[config.mk]
export PLATFORM = sky130hd
export DESIGN_NAME = phy_mgmt_ctrl
export DESIGN_NICKNAME = d
export VERILOG_FILES = /design/src/rtl/phy_mgmt_ctrl.sv
export SDC_FILE = /design/constraint.sdc
export NUM_CORES = 1
export LEC_CHECK = 0
export CAP_MARGIN = 25
export CORE_MARGIN = 3
export CORE_UTILIZATION = 35
export CTS_BUF_LIST = sky130_fd_sc_hd__clkbuf_2
export DETAILED_ROUTE_END_ITERATION = 8
export PLACE_DENSITY = 0.52
export SLEW_MARGIN = 20
export SYNTH_ARGS = -nofsm -noshare
export SYNTH_HDL_FRONTEND = slang
export SYNTH_SLANG_ARGS = --single-unit
export TNS_END_PERCENT = 5
[constraint.sdc]
create_clock -name clk -period 4.48 [get_ports clk]
set_input_delay 0.448 -clock clk [delete_from_list [all_inputs] [get_ports clk]]
set_output_delay 0.448 -clock clk [all_outputs]
set_load 0.01 [all_outputs]
[src/rtl/phy_mgmt_ctrl.sv]
// PHY bring-up sequencer and Clause 22 MDIO master for the four RGMII PHYs.
// Releases phy_rstn, writes one init register per PHY, then serves one-deep host reads/writes.
module phy_mgmt_ctrl #(
    parameter int          MDC_DIV         = 50,
    parameter int          RST_CYCLES      = 2000,
    parameter int          POST_RST_CYCLES = 1000000,
    parameter logic [4:0]  PHY_ADDR_BASE   = 5'd0,
    parameter logic [4:0]  INIT_REG        = 5'd0,
    parameter logic [15:0] INIT_DATA       = 16'h1140
) (
    input  logic        clk,
    input  logic        reset,
    output logic [3:0]  phy_rstn,
    output logic        mdc,
    output logic        mdio_o,
    output logic        mdio_t,
    input  logic        mdio_i,
    input  logic        host_req,
    input  logic        host_rnw,
    input  logic [4:0]  host_phy,
    input  logic [4:0]  host_reg,
    input  logic [15:0] host_wdata,
    output logic        host_ack,
    output logic [15:0] host_rdata,
    output logic        init_done,
    output logic        busy,
    output logic [2:0]  state_dbg
);
    // Host handshake: host_req is a level held with stable fields until host_ack (one-cycle
    // pulse) is seen; the requester drops it on the next edge so IDLE never re-issues.
    localparam int WAIT_MAX = (RST_CYCLES > POST_RST_CYCLES) ? RST_CYCLES : POST_RST_CYCLES;
    localparam int WAIT_W   = (WAIT_MAX > 1) ? $clog2(WAIT_MAX) : 1;
    localparam int DIV_W    = $clog2(MDC_DIV);
    localparam logic [WAIT_W-1:0] RST_LAST  = WAIT_W'(RST_CYCLES - 1);
    localparam logic [WAIT_W-1:0] POST_LAST = WAIT_W'(POST_RST_CYCLES - 1);
    localparam logic [DIV_W-1:0]  DIV_LAST  = DIV_W'(MDC_DIV - 1);

    typedef enum logic [2:0] {
        RST_HOLD   = 3'd0,
        RST_WAIT   = 3'd1,
        INIT_FRAME = 3'd2,
        IDLE       = 3'd3,
        HOST_FRAME = 3'd4,
        DONE       = 3'd5
    } state_t;

    state_t            state;
    logic [WAIT_W-1:0] wait_cnt;
    logic [DIV_W-1:0]  div_cnt;
    logic [5:0]        bit_cnt;
    logic [1:0]        init_idx;
    logic [63:0]       frame_sr;
    logic              frame_rnw;
    logic [15:0]       rd_sr;

    logic              in_frame;
    logic              frame_end;
    logic              launch;
    logic              launch_rnw;
    logic [4:0]        launch_phy;
    logic [4:0]        launch_reg;
    logic [15:0]       launch_dat;
    logic [63:0]       frame_bits;

    // Whole frame, bit 0 in the MSB; read frames carry 1s where the bus is released.
    function automatic logic [63:0] build_frame(input logic rnw, input logic [4:0] phy,
                                                input logic [4:0] regad, input logic [15:0] data);
        return {32'hFFFF_FFFF, 2'b01, (rnw ? 2'b10 : 2'b01), phy, regad,
                (rnw ? 18'h3_FFFF : {2'b10, data})};
    endfunction

    assign state_dbg  = state;
    assign in_frame   = (state == INIT_FRAME) || (state == HOST_FRAME);
    assign frame_end  = in_frame && mdc && (div_cnt == DIV_LAST) && (bit_cnt == 6'd63);
    assign frame_bits = build_frame(launch_rnw, launch_phy, launch_reg, launch_dat);

    always_comb begin
        launch     = 1'b0;
        launch_rnw = 1'b0;
        launch_phy = PHY_ADDR_BASE + {3'b000, init_idx};
        launch_reg = INIT_REG;
        launch_dat = INIT_DATA;
        case (state)
            RST_WAIT:   launch = (wait_cnt == POST_LAST);
            INIT_FRAME: begin
                launch     = frame_end && (init_idx != 2'd3);
                launch_phy = PHY_ADDR_BASE + {3'b000, init_idx} + 5'd1;
            end
            IDLE: begin
                launch     = host_req;
                launch_rnw = host_rnw;
                launch_phy = host_phy;
                launch_reg = host_reg;
                launch_dat = host_wdata;
            end
            default: ;
        endcase
    end

    always_ff @(posedge clk or posedge reset) begin
        if (reset) begin
            state      <= RST_HOLD;
            wait_cnt   <= '0;
            div_cnt    <= '0;
            bit_cnt    <= '0;
            init_idx   <= '0;
            frame_sr   <= '1;
            frame_rnw  <= 1'b0;
            rd_sr      <= '0;
            phy_rstn   <= 4'h0;
            mdc        <= 1'b0;
            mdio_o     <= 1'b1;
            mdio_t     <= 1'b1;
            host_ack   <= 1'b0;
            host_rdata <= '0;
            init_done  <= 1'b0;
            busy       <= 1'b1;
        end else begin
            host_ack <= 1'b0;

            // Bit timing: output changes with the MDC fall, mdio_i captured with the MDC rise.
            if (in_frame) begin
                if (div_cnt != DIV_LAST) begin
                    div_cnt <= div_cnt + 1'b1;
                end else begin
                    div_cnt <= '0;
                    mdc     <= ~mdc;
                    if (!mdc) begin
                        if (frame_rnw && (bit_cnt >= 6'd48)) begin
                            rd_sr <= {rd_sr[14:0], mdio_i};
                        end
                    end else if (bit_cnt != 6'd63) begin
                        bit_cnt  <= bit_cnt + 6'd1;
                        frame_sr <= {frame_sr[62:0], 1'b1};
                        mdio_o   <= frame_sr[62];
                        mdio_t   <= frame_rnw && (bit_cnt >= 6'd45);
                    end else begin
                        mdio_o <= 1'b1;
                        mdio_t <= 1'b1;
                    end
                end
            end

            case (state)
                RST_HOLD: begin
                    if (wait_cnt == RST_LAST) begin
                        wait_cnt <= '0;
                        phy_rstn <= 4'hF;
                        state    <= RST_WAIT;
                    end else begin
                        wait_cnt <= wait_cnt + 1'b1;
                    end
                end
                RST_WAIT: begin
                    if (launch) state <= INIT_FRAME;
                    else        wait_cnt <= wait_cnt + 1'b1;
                end
                INIT_FRAME: begin
                    if (frame_end) begin
                        if (init_idx == 2'd3) begin
                            state     <= IDLE;
                            init_done <= 1'b1;
                            busy      <= 1'b0;
                        end else begin
                            init_idx <= init_idx + 2'd1;
                        end
                    end
                end
                IDLE: begin
                    if (launch) begin
                        state <= HOST_FRAME;
                        busy  <= 1'b1;
                    end
                end
                HOST_FRAME: begin
                    if (frame_end) begin
                        state    <= DONE;
                        host_ack <= 1'b1;
                        if (frame_rnw) host_rdata <= rd_sr;
                    end
                end
                DONE: begin
                    state <= IDLE;
                    busy  <= 1'b0;
                end
                default: state <= RST_HOLD;
            endcase

            // A new frame starts with MDC low and bit 0 already on the wire.
            if (launch) begin
                frame_sr  <= frame_bits;
                frame_rnw <= launch_rnw;
                mdio_o    <= frame_bits[63];
                mdio_t    <= 1'b0;
                mdc       <= 1'b0;
                div_cnt   <= '0;
                bit_cnt   <= '0;
            end
        end
    end
endmodule

Word level (Yosys, flattened, before mapping)
Cells that the tools add are included.
{ "totals": {"in_bits": 31, "ff_bits": 140, "output_inout_bits": 29, "wordCells": 120} }
{ "op_classes": {"n_mux": 49, "n_reduce_logical": 24, "eq_ne": 21, "bitwise_logic": 3, "addsub": 5, "order_cmp": 2} }
{ "op_table": {"columns": ["op", "count"], "rows": [
  ["$mux 63", 5],
  ["$mux 6", 8],
  ["$mux 20", 2],
  ["$pmux 20 s2", 1],
  ["$add 20x1->20 const B", 1],
  ["$eq 20x11->1 const B", 1],
  ["$eq 20x20->1 const B", 1],
  ["$mux 1", 19],
  ["$mux 3", 6],
  ["$pmux 3 s6", 1],
  ["$mux 17", 1],
  ["$mux 16", 1],
  ["$ne 2x2->1 const B", 8],
  ["$add 6x1->6 const B", 2],
  ["$eq 6x6->1 const B", 2],
  ["$ge 6x6->1 const B", 2],
  ["$ne 6x6->1 const B", 2],
  ["$reduce_and 3->1", 4],
  ["$reduce_and 4->1", 3],
  ["$pmux 5 s2", 1],
  ["$reduce_bool 2->1", 4],
  ["$eq 3x2->1 const B", 2],
  ["$eq 3x3->1 const B", 2],
  ["$logic_and 1x1->1", 6],
  ["14 further kinds", 19]
]} }

Logic depth before layout (Yosys ltp)
Gate-level depths: netlist of the first run.
{ "depth": {"ltp_word": 9, "mapped_depth": 9, "ltp_nobuf": 7} }

Worst setup path after synthesis of the first run
No wires, ideal clock.
{ "synth_path": {"path_type": "register to register", "start": "register state[1] (netlist: state_dbg[1])", "end": "register rd_sr[0]", "n_path_buf": 3, "path_slack_ns": 2.232, "period_less_slack_ns": 2.248, "t_arrival_ns": 2.123, "required_time_ns": 4.355, "setup_time_ns": 0.125, "stages_incl_launch_ff": 9, "path_cell_list": "dfrtp_1 > buf_4 > xor2_1 > and2_1 > clkbuf_2 > nand2_1 > nor4_4 > buf_6 > mux2_2"} }
{ "synth_between": {"elab_chain_len": 3, "word_cells_on_any_way": 4, "classes_between": "eq/ne: 2; reduce/logical: 2"} }
{ "synth_rtl": {"columns": ["item", "line_no", "text"], "rows": [
  ["start: declaration", "47", "state_t state;"],
  ["start signal: assignment", "102", "state <= RST_HOLD;"],
  ["start signal: assignment", "149", "state <= RST_WAIT;"],
  ["start signal: assignment", "155", "if (launch) state <= INIT_FRAME;"],
  ["$eq 3x2->1 / $eq 3x3->1 (equally long branches)", "73", "assign in_frame = (state == INIT_FRAME) || (state == HOST_FRAME);"],
  ["$logic_or 1x1->1 *", "73", null],
  ["$reduce_and 4->1 (no line) *", null, null],
  ["end signal: assignment", "130", "rd_sr <= {rd_sr[14:0], mdio_i};"],
  ["end: declaration", "54", "logic [15:0] rd_sr;"]
]} }
Every way passes the cells marked *; elsewhere a longest branch is shown, timed or not.
A chain may end at the register's enable or synchronous reset.

Final worst setup path of the first run
{ "layout_path": {"start": "register bit_cnt[0]", "end": "register frame_sr[15]"} }
{ "layout_between": {"elab_chain_len": 6, "word_cells_on_any_way": 11, "classes_between": "eq/ne: 3; mux: 2; reduce/logical: 6"} }
{ "layout_rtl": {"columns": ["item", "line_no", "text"], "rows": [
  ["start: declaration", "50", "logic [5:0] bit_cnt;"],
  ["start signal: assignment", "133", "bit_cnt <= bit_cnt + 6'd1;"],
  ["$eq 6x6->1", "74", "assign frame_end = in_frame && mdc && (div_cnt == DIV_LAST) && (bit_cnt == 6'd63);"],
  ["$logic_and 1x1->1", "74", null],
  ["$logic_and 1x1->1", "86", "launch = frame_end && (init_idx != 2'd3);"],
  ["$pmux 1 s3", "83", "case (state)"],
  ["$ne 2x2->1 (no line) / $reduce_bool 2->1 (equally long branches)", null, null],
  ["$reduce_and 4->1 (no line)", null, null],
  ["end signal: assignment", "134", "frame_sr <= {frame_sr[62:0], 1'b1};"],
  ["end signal: assignment", "191", "frame_sr <= frame_bits;"],
  ["end: declaration", "52", "logic [63:0] frame_sr;"]
]} }
Parallel ways exist; a longest one is shown, timed or not.

==> results of run 1 <==
==> worst register-to-register path, stage by stage, from the launching register on <==
cell	delay, ns
dfrtp_1	0.51
ha_1	0.25
nand4_2	0.32
nor4_4	0.70
or3_1	0.39
buf_4	0.43
mux2i_1	0.26
==> path summary, 6_finish.rpt <==
path,startpoint,endpoint,slack [ns]
setup / recovery,bit_cnt[0]$_DFFE_PP0P_,frame_sr[15]$_DFFE_PP1P_,1.56
hold / removal,reset,host_rdata[3]$_DFFE_PP0P_,0.25
setup reg to reg,bit_cnt[0]$_DFFE_PP0P_,frame_sr[15]$_DFFE_PP1P_,1.56
hold reg to reg,frame_sr[37]$_DFFE_PP1P_,frame_sr[38]$_DFFE_PP1P_,0.47
max in group asynchronous,reset,frame_sr[52]$_DFFE_PP1P_,3.11
min in group clk,host_phy[2],frame_sr[25]$_DFFE_PP1P_,0.28
==> sequential cells by signal, indices dropped and copies added (netlist names) <==
| signal | cells |
|---|---|
| state_dbg | 3 |
| mdc | 1 |
| init_done | 1 |
| phy_rstn | 1 |
| bit_cnt | 6 |
| busy | 1 |
| wait_cnt | 20 |
| host_ack | 1 |
| frame_rnw | 1 |
| mdio_t | 1 |
| rd_sr | 16 |
| mdio_o | 1 |
| init_idx | 2 |
| host_rdata | 16 |
| div_cnt | 6 |
| frame_sr | 63 |
==> cells by family (layout without fill, tap and decap cells) <==
family | after synthesis | in the layout
compound gates | 103 | 103
xor+xnor | 23 | 23
fa+ha+maj | 7 | 7
buf+inv | 47 | 110
flops | 140 | 140
mux | 70 | 70
other cells | 0 | 1
simple gates | 221 | 221
==> power breakdown <==
part,leakage [uW],internal [uW],total [uW],switching [uW]
clock network,0.000145,189,751,563
logic,0.00130,23.8,55.6,31.9
registers,0.00164,1270,1270,0
total,0.00309,1480,2080,595
==> metal layers <==
metal / share of wire / wire length [um] / track usage / up-vias
li1: - / - / - / 2248
met1: 0.49 / 6710 / 0.194 / 2249
met2: 0.47 / 6500 / 0.223 / 75
met3: 0.031 / 432 / 0.0332 / 15
met4: 0.012 / 166 / 0.0415 / 0
met5: 0 / 0 / 0 / -
==> metrics by stage <==
step,hold WS (ns),cells,setup WS [ns]
after detailed placement,0.469,870,1.60
final,0.250,904,1.56
after global routing,0.189,904,1.35
after global placement,0.462,870,1.68
after CTS,0.214,902,1.53
after floorplan,0.454,611,0.388
==> final cells by class <==
class                      count  area (um^2)
antenna                        1         2.50
clock buffer                  17         85.1
fill                        1719        10600
multi-input combinational    424         2770
inverter                      10         42.5
timing repair buffer          68          678
clock inverter                15          161
sequential                   140         3590
tap                          229          287
==> Yosys cell counts, drive strengths merged (2+ instances only) <==
master	number
ha	7
dfstp	66
mux2i	36
o2bb2ai	3
and3	10
nand4	9
a31oi	4
mux2	34
and2	8
dfrtp	74
nand3b	3
a31o	2
and4	3
xnor2	12
nand2b	3
nor2	95
or3	5
nand2	38
nor4b	3
inv	10
o21ai	28
xor2	11
buf	16
nor3	14
o31ai	2
a311oi	2
a21oi	47
a22oi	3
o211ai	2
nand3	9
clkbuf	21
nor4	12
or2	3
==> run_results.csv, run 1 <==
group,metric,value,unit
floorplanning,fp.dieW,143,um
clock_network,postCtsHoldBufs,0,
critical_path,endpoint_kind,"flip-flop",
routing,drc,0,
logic_synthesis,synth_simple_gate_area_share,0.170,
sta,clock.fmax,343,MHz
sta,finalCritPeriodShare,0.651,
logic_synthesis,netlist_top_cells_area,"dfrtp_1 (28%), dfstp_2 (26%), mux2_2 (5.8%)",
placed_design,placed_area,0.00734,mm^2
critical_path,cp_max_fo,28,
sta,final.setup.tns,0,ns
clock_network,postCtsSetupBuffers,0,
finish,final_util,0.418,
power_and_ir_drop,p_per_area,273,mW/mm^2
critical_path,crit_type,"reg -> reg",
routing,dr.pass1.iters,4,
critical_path,path_delay_family,"simple AND/OR/NAND/NOR gates",
clock_network,cts_tree,"done",
logic_synthesis,synthCells,611,
sta,drv_slew,0,
sta,period_minus_slack,2.92,ns
placed_design,port_buffers,59,
power_and_ir_drop,p_leak,0.00309,uW
sta,rsz0062_at_grt,"no",
critical_path,crit_chain,"ha_1 > nand4_2 > nor4_4 > or3_1 > buf_4 > mux2i_1",
clock_network,cts_sinks,140,
finish,area_growth_syn_to_layout,15.7,%
logic_synthesis,synth_xor_area_frac,0.0306,
routing,wirelength,13.8,mm
logic_synthesis,synthesis.nets,649,
critical_path,crit_cells,6,
floorplanning,placementRows,49,
grt,grt_pass1_vias,4592,
grt,grt_max_degree,104,
critical_path,critical_path_arrival,3.55,ns
routing,ant_nets,0,
logic_synthesis,synth_warnings,0,
finish,final_cell_area,0.00762,mm^2
finish,layout_common_cells,"nor2_1 (94), dfrtp_1 (74), dfstp_2 (66)",
routing,wire_per_inst,15.3,um
logic_synthesis,ys_ff_latch,140,
floorplanning,dieArea,0.0205,mm^2
floorplanning,initial_utilization,0.362,
placed_design,post-dp-hpwl,9.22,mm
sta,setup_violations,0,
grt,grt_pass1_wl,23.3,mm
clock_network,cts_made_buffers,17,
logic_synthesis,synth_mux_area_frac,0.113,
logic_synthesis,synth_compound_area_frac,0.0910,
logic_synthesis,synth_top_flop_cell,"dfrtp_1",
logic_synthesis,synth_top_family_by_area,"simple AND/OR/NAND/NOR gates",
grt,track_usage,0.141,
finish,drive_gt1_frac,0.234,
critical_path,worstPathRequired,5.11,ns
routing,num_vias,4587,
grt,grt_overflow,0,
sta,max_slew_margin,0.324,
logic_synthesis,synth_top_area_share,0.281,
sta,tightest_slew,1.01,ns
clock_network,cts_resized,0,
logic_synthesis,syn_area_per_cell,10.8,um^2
grt,antenna_found_initial,1,
floorplanning,fp.coreArea,0.0182,mm^2
logic_synthesis,ys_async_sr_fraction,1.00,
critical_path,cp-start-kind,"flip-flop",
logic_synthesis,synth-edff-count,0,
sta,finClkSkew,0.0437,ns
sta,finalHoldViolCount,0,
power_and_ir_drop,max-vdd-ir-drop,0.000136,V
critical_path,slowest_stage,"nor4_4",
power_and_ir_drop,power,2080,uW
placed_design,gp_congestion,0.835,
run,drv_cap,0,
critical_path,rr_worst_depth,6,
clock_network,cts_root_buffer,"clkbuf_2",
run_status,run_status,"finished, final reports clean",
clock_network,cts_htree_levels,4,
critical_path,cp_slowest_stage_delay,0.69,ns
logic_synthesis,seq_area_frac_synth,0.545,
critical_path,path_buf_inv,1,
finish,layout_commonest_cell,"nor2_1",
floorplanning,ioPinCount,60,
routing,via_per_inst,5.07,
clock_network,clk_pin_slew,0.28,ns
min_path,min-delay-path-class,"in -> async",
logic_synthesis,yosys.area.top_type,"dfrtp_1",
logic_synthesis,synthAdderAreaFrac,0.0133,
floorplanning,die_h,143,um
routing,drt_iter0_markers,288,
clock_network,clkLatencyLatePin,0.72,ns
logic_synthesis,yosysUniqueCellTypes,61,
finish,layout.nets,699,
clock_network,clockBufferDepth,2,
logic_synthesis,synthesis.area,0.00658,mm^2
(Power assumes the default switching activity.)
==> run 2, diff against run 1 <==
--- a/config.mk
+++ b/config.mk
@@ -10,7 +10,7 @@
 export CORE_UTILIZATION = 35
 export CTS_BUF_LIST = sky130_fd_sc_hd__clkbuf_2
 export DETAILED_ROUTE_END_ITERATION = 8
-export PLACE_DENSITY = 0.52
+export PLACE_DENSITY = 0.54
 export SLEW_MARGIN = 20
 export SYNTH_ARGS = -nofsm -noshare
 export SYNTH_HDL_FRONTEND = slang
==> constraint.sdc (replaced) <==
create_clock -name clk -period 2.6 [get_ports clk]
set_input_delay 0.26 -clock clk [delete_from_list [all_inputs] [get_ports clk]]
set_output_delay 0.26 -clock clk [all_outputs]
set_load 0.01 [all_outputs]
==> run_results.csv, run 2 (synthesized netlist as in run 1, its figures left out) <==
group,metric,value,unit
sta,drv_slew,0,
routing,via_per_inst,5.12,
critical_path,critical_path_arrival,3.07,ns
critical_path,crit_path_frequent_cell,"buf_4",
finish,layout.nets,720,
finish,finalNonFillerCells,926,
sta,period_minus_slack,2.44,ns
clock_network,cts_tree,"done",
placed_design,port_buffers,59,
clock_network,clkLatencyLatePin,0.71,ns
placed_design,placed_cells,887,
routing,wirelength,14.1,mm
run_status,run_status,"finished, final reports clean",
critical_path,crit_chain,"nor4b_1 > nand4_1 > nor4_4 > buf_4 > nor3_4 > buf_4 > a21oi_1",
floorplanning,ioPinCount,60,
grt,track_usage,0.144,
finish,final_cell_area,0.00785,mm^2
floorplanning,fp.coreArea,0.0182,mm^2
finish,regMostFlops,"frame_sr",
finish,largest_reg_flops,63,
sta,finalCritPeriodShare,0.938,
critical_path,cp_slowest_stage_delay,0.48,ns
sta,finalHoldViolCount,0,
routing,wire_per_inst,15.2,um
placed_design,post-dp-hpwl,9.62,mm
sta,clock.fmax,410,MHz
finish,ff_latch_area,0.00359,mm^2
sta,tightest_slew,0.744,ns
sta,setup_violations,0,
sta,hold_slack,0.100,ns
power_and_ir_drop,max-vdd-ir-drop,0.000189,V
finish,multi_input_area,0.00278,mm^2
finish,layout_commonest_cell,"nor2_1",
finish,layout_common_cells,"nor2_1 (94), dfrtp_1 (74), dfstp_2 (66)",
critical_path,cp-start-kind,"flip-flop",
routing,drc,0,
sta,worst_slack,0.162,ns
critical_path,worstPathRequired,3.24,ns
placed_design,pre_cts_slack,0.193,ns
grt,grt_pass1_wl,23.8,mm
sta,finClkSkew,0.0344,ns
grt,grt_pass1_vias,4773,
floorplanning,die_h,143,um
grt,grt_overflow,0,
critical_path,cp_max_fo,36,
power_and_ir_drop,power,3690,uW
finish,n_fill_cell,1727,
routing,ant_nets,0,
grt,grt_max_degree,67,
clock_network,clk_pin_slew,0.25,ns
finish,reg_top3,"frame_sr (63), wait_cnt (20)",
floorplanning,dieArea,0.0205,mm^2
floorplanning,fp.dieW,143,um
power_and_ir_drop,p_per_area,470,mW/mm^2
routing,num_vias,4743,
clock_network,clockBufferDepth,2,
critical_path,slowest_stage,"dfrtp_1",
floorplanning,initial_utilization,0.362,
run,drv_cap,0,
critical_path,crit_type,"reg -> reg",
placed_design,gp_congestion,0.856,
clock_network,cts_sinks,140,
routing,drt_iter0_markers,268,
finish,drive_gt1_frac,0.249,
finish,area_growth_syn_to_layout,19.3,%
sta,max_slew_margin,0.499,
power_and_ir_drop,p_leak,0.00322,uW
min_path,min-delay-path-class,"in -> reg",
clock_network,cts_root_buffer,"clkbuf_2",
clock_network,cts_made_buffers,17,
critical_path,endpoint_kind,"flip-flop",
clock_network,cts_htree_levels,4,
floorplanning,placementRows,49,
grt,antenna_found_initial,1,
placed_design,placed_area,0.00751,mm^2
critical_path,path_buf_inv,2,
routing,dr.pass1.iters,4,
clock_network,postCtsSetupBuffers,0,
critical_path,path_delay_family,"simple AND/OR/NAND/NOR gates",
-- run 2: cell count changes in the layout (fill, tap and decap cells not counted), sizes merged, moves of 2 or more --
cell and delta:
clkinv +2, inv -2, dlygate4sd3 +5, buf +16
-- run 2: final cells by class --
| type | count | share of cell area |
|---|---|---|
| Inverter | 10 | 0.00526 |
| Antenna cell | 2 | 0.000637 |
| Timing Repair Buffer | 89 | 0.112 |
| Clock buffer | 17 | 0.0108 |
| Clock inverter | 15 | 0.0245 |
| Sequential cell | 140 | 0.457 |
| Tap cell | 229 | 0.0365 |
| Multi-Input combinational cell | 424 | 0.354 |
-- run 2: power breakdown --
| part | switching (uW) | total (uW) | internal, uW |
|---|---|---|---|
| sequential | 0 | 2190 | 2190 |
| clock | 966 | 1390 | 425 |
| combinational | 56.6 | 107 | 50.7 |
-- run 2: timing repair --
action / in CTS / in global routing
hold buffers: 5 / 0
setup endpoints to repair: 0 / 7
resized for setup: 0 / 1
endpoints found under the hold margin: 18 / 0
-- run 2: per-layer routing --
layer,GRT usage,part of all wire,vias up
li1,-,-,2302
met1,0.200,0.48,2363
met2,0.225,0.47,67
met3,0.0362,0.037,11
met4,0.0415,0.013,0
met5,0,0,-
-- run 2: metrics by stage --
| stage | setup TNS (ns) | util |
|---|---|---|
| 5_1_grt | -0.0357 | 0.431 |
| 3_5_place_dp | 0 | 0.412 |
| 6_report | 0 | 0.431 |
| 4_1_cts | 0 | 0.430 |
| 3_3_place_gp | 0 | 0.412 |
| 2_1_floorplan | 0 | - |
-- run 2: worst paths after layout --
| check | start | to | slack (ns) | cells past startpoint |
|---|---|---|---|---|
| worst max-delay path | wait_cnt[7]$_DFFE_PP0P_ | frame_sr[39]$_DFFE_PP1P_ | 0.16 | 7 |
| worst min-delay path | host_reg[4] | frame_sr[22]$_DFFE_PP1P_ | 0.10 | 3 |
| worst max register to register | wait_cnt[7]$_DFFE_PP0P_ | frame_sr[39]$_DFFE_PP1P_ | 0.16 | 7 |
| worst min register to register | frame_sr[41]$_DFFE_PP1P_ | frame_sr[42]$_DFFE_PP1P_ | 0.49 | 2 |
| max in group asynchronous | reset | div_cnt[2]$_DFFE_PP0P_ | 1.61 | 4 |
| min in group asynchronous | reset | init_done$_DFFE_PP0P_ | 0.33 | 3 |
-- run 2: worst reg2reg max path, delay by kind of cell, from the launching register on --
kind | cells | cell delay [ns]
simple gates | 4 | 1.14
buf+inv | 2 | 0.54
flops | 1 | 0.48
compound gates | 1 | 0.21
==> run 3, diff against run 2 <==
--- a/config.mk
+++ b/config.mk
@@ -10,7 +10,9 @@
 export CORE_UTILIZATION = 35
 export CTS_BUF_LIST = sky130_fd_sc_hd__clkbuf_2
 export DETAILED_ROUTE_END_ITERATION = 8
+export HOLD_SLACK_MARGIN = 0.05
 export PLACE_DENSITY = 0.54
+export RECOVER_POWER = 25
 export SLEW_MARGIN = 20
 export SYNTH_ARGS = -nofsm -noshare
 export SYNTH_HDL_FRONTEND = slang
==> run_results.csv, run 3 (synthesized netlist as in run 1, its figures left out) <==
group,metric,value,unit
sta,finalHoldViolCount,0,
finish,regMostFlops,"frame_sr",
critical_path,cp_slowest_stage_delay,0.48,ns
sta,hold_slack,0.134,ns
power_and_ir_drop,p_per_area,468,mW/mm^2
routing,dr.pass1.iters,4,
power_and_ir_drop,p_leak,0.00323,uW
critical_path,cp_max_fo,36,
sta,tightest_slew,1.63,ns
placed_design,placed_area,0.00751,mm^2
grt,antenna_found_initial,1,
finish,area_growth_syn_to_layout,19.7,%
floorplanning,placementRows,49,
clock_network,cts_root_buffer,"clkbuf_2",
grt,grt_pass1_wl,23.8,mm
grt,track_usage,0.145,
routing,wirelength,14.1,mm
placed_design,port_buffers,59,
run_status,failed_checks,"max-capacitance violations, max-slew violations",
finish,layout_commonest_cell,"nor2_1",
finish,layout_common_cells,"nor2_1 (94), dfrtp_1 (74), dfstp_2 (66)",
routing,wire_per_inst,15.1,um
power_and_ir_drop,p_seq_frac,0.593,
finish,layout.nets,725,
routing,via_per_inst,5.12,
floorplanning,dieArea,0.0205,mm^2
grt,grt_overflow,0,
grt,grt_pass1_vias,4785,
power_and_ir_drop,switching_share,0.277,
min_path,min-delay-path-class,"in -> reg",
critical_path,crit_type,"reg -> reg",
routing,drt_iter0_markers,248,
run,drv_cap,1,
floorplanning,die_h,143,um
critical_path,slowest_stage,"dfrtp_1",
floorplanning,initial_utilization,0.362,
clock_network,clockBufferDepth,2,
routing,drc,0,
finish,largest_reg_flops,63,
critical_path,crit_chain,"nor4b_1 > nand4_1 > nor4_4 > buf_4 > nor3_4 > buf_4 > a21oi_1",
sta,drv_slew,67,
sta,clock.fmax,412,MHz
placed_design,post-dp-hpwl,9.62,mm
clock_network,clk_pin_slew,0.26,ns
sta,finalCritPeriodShare,0.934,
power_and_ir_drop,power.internal,2670,uW
clock_network,cts_sinks,140,
sta,period_minus_slack,2.43,ns
clock_network,cts_htree_levels,4,
run_status,run_status,"complete, but fails checks",
critical_path,worstPathRequired,3.24,ns
clock_network,cts_tree,"done",
routing,num_vias,4767,
critical_path,critical_path_arrival,3.07,ns
floorplanning,fp.dieW,143,um
floorplanning,fp.coreArea,0.0182,mm^2
routing,ant_nets,0,
power_and_ir_drop,p_comb_frac,0.029,
critical_path,crit_path_frequent_cell,"buf_4",
critical_path,cp-start-kind,"flip-flop",
sta,final.setup.tns,0,ns
grt,grt_max_degree,67,
finish,drive_gt1_frac,0.247,
clock_network,clkLatencyLatePin,0.72,ns
power_and_ir_drop,p_clk_frac,0.377,
floorplanning,ioPinCount,60,
sta,max_slew_margin,-0.0859,
placed_design,gp_congestion,0.856,
critical_path,endpoint_kind,"flip-flop",
sta,setup_violations,0,
power_and_ir_drop,p_switching,1020,uW
power_and_ir_drop,max-vdd-ir-drop,0.000188,V
clock_network,cts_made_buffers,17,
sta,finClkSkew,0.0322,ns
finish,reg_top3,"frame_sr (63), wait_cnt (20)",
clock_network,postCtsSetupBuffers,0,
finish,final_cell_area,0.00788,mm^2
[run 3: area by class of cell]
class                           count  area, um^2
Fill cell                        1723       10300
Sequential cell                   140        3590
Multi-Input combinational cell    424        2780
Timing Repair Buffer               94         911
Tap cell                          229         287
Clock inverter                     15         193
Clock buffer                       17        85.1
Inverter                           10        38.8
Antenna cell                        2        5.00
[run 3: timing repair]
action,CTS,global route
resized for setup,0,1
endpoints found under the setup margin,0,7
hold buffers,9,1
hold endpoints to repair,68,1
[run 3: critical path, delay by kind of cell, from the launching register on]
family	cells	cell delay, ns
AND/OR/NAND/NOR	4	1.14
buffers and inverters	2	0.54
flip-flops	1	0.48
AO/OA/AOI/OAI	1	0.19
[run 3: power by group through the flow]
stage	Sequential, uW	Clock (uW)	Combinational, uW
6_report	2190	1390	109
3_3_place_gp	2220	0	103
2_1_floorplan	2220	0	33.0
4_1_cts	2190	1460	117
3_5_place_dp	2220	0	106
5_1_grt	2190	1570	122
[run 3: final timing paths]
kind                                     startpoint                        to  slack (ns)  cells past startpoint
min in group asynchronous                     reset     init_done$_DFFE_PP0P_        0.43                      3
max in group asynchronous                     reset   init_idx[0]$_DFFE_PP0P_        0.43                      4
min                                   host_wdata[1]   frame_sr[1]$_DFFE_PP1P_        0.13                      3
max                         wait_cnt[7]$_DFFE_PP0P_  frame_sr[39]$_DFFE_PP1P_        0.17                      7
min reg2reg                frame_sr[41]$_DFFE_PP1P_  frame_sr[42]$_DFFE_PP1P_        0.49                      2
max reg2reg                 wait_cnt[7]$_DFFE_PP0P_  frame_sr[39]$_DFFE_PP1P_        0.17                      7
[run 3: stage by stage]
stage,total power [uW],util,cells,setup slack [ns]
final,3690,0.433,931,0.170
after detailed placement,2330,0.412,887,0.193
after floorplan,2250,-,611,0.352
after global routing,3880,0.433,931,-0.0299
after CTS,3770,0.433,928,0.143
after global placement,2320,0.412,887,0.314
[run 3: metal layers]
metal | GRT usage | vias to the layer above | wire (um)
met4 | 0.0415 | 0 | 172
met1 | 0.200 | 2388 | 6810
met5 | 0 | - | 0
met3 | 0.0358 | 10 | 469
li1 | - | 2307 | -
met2 | 0.226 | 62 | 6600
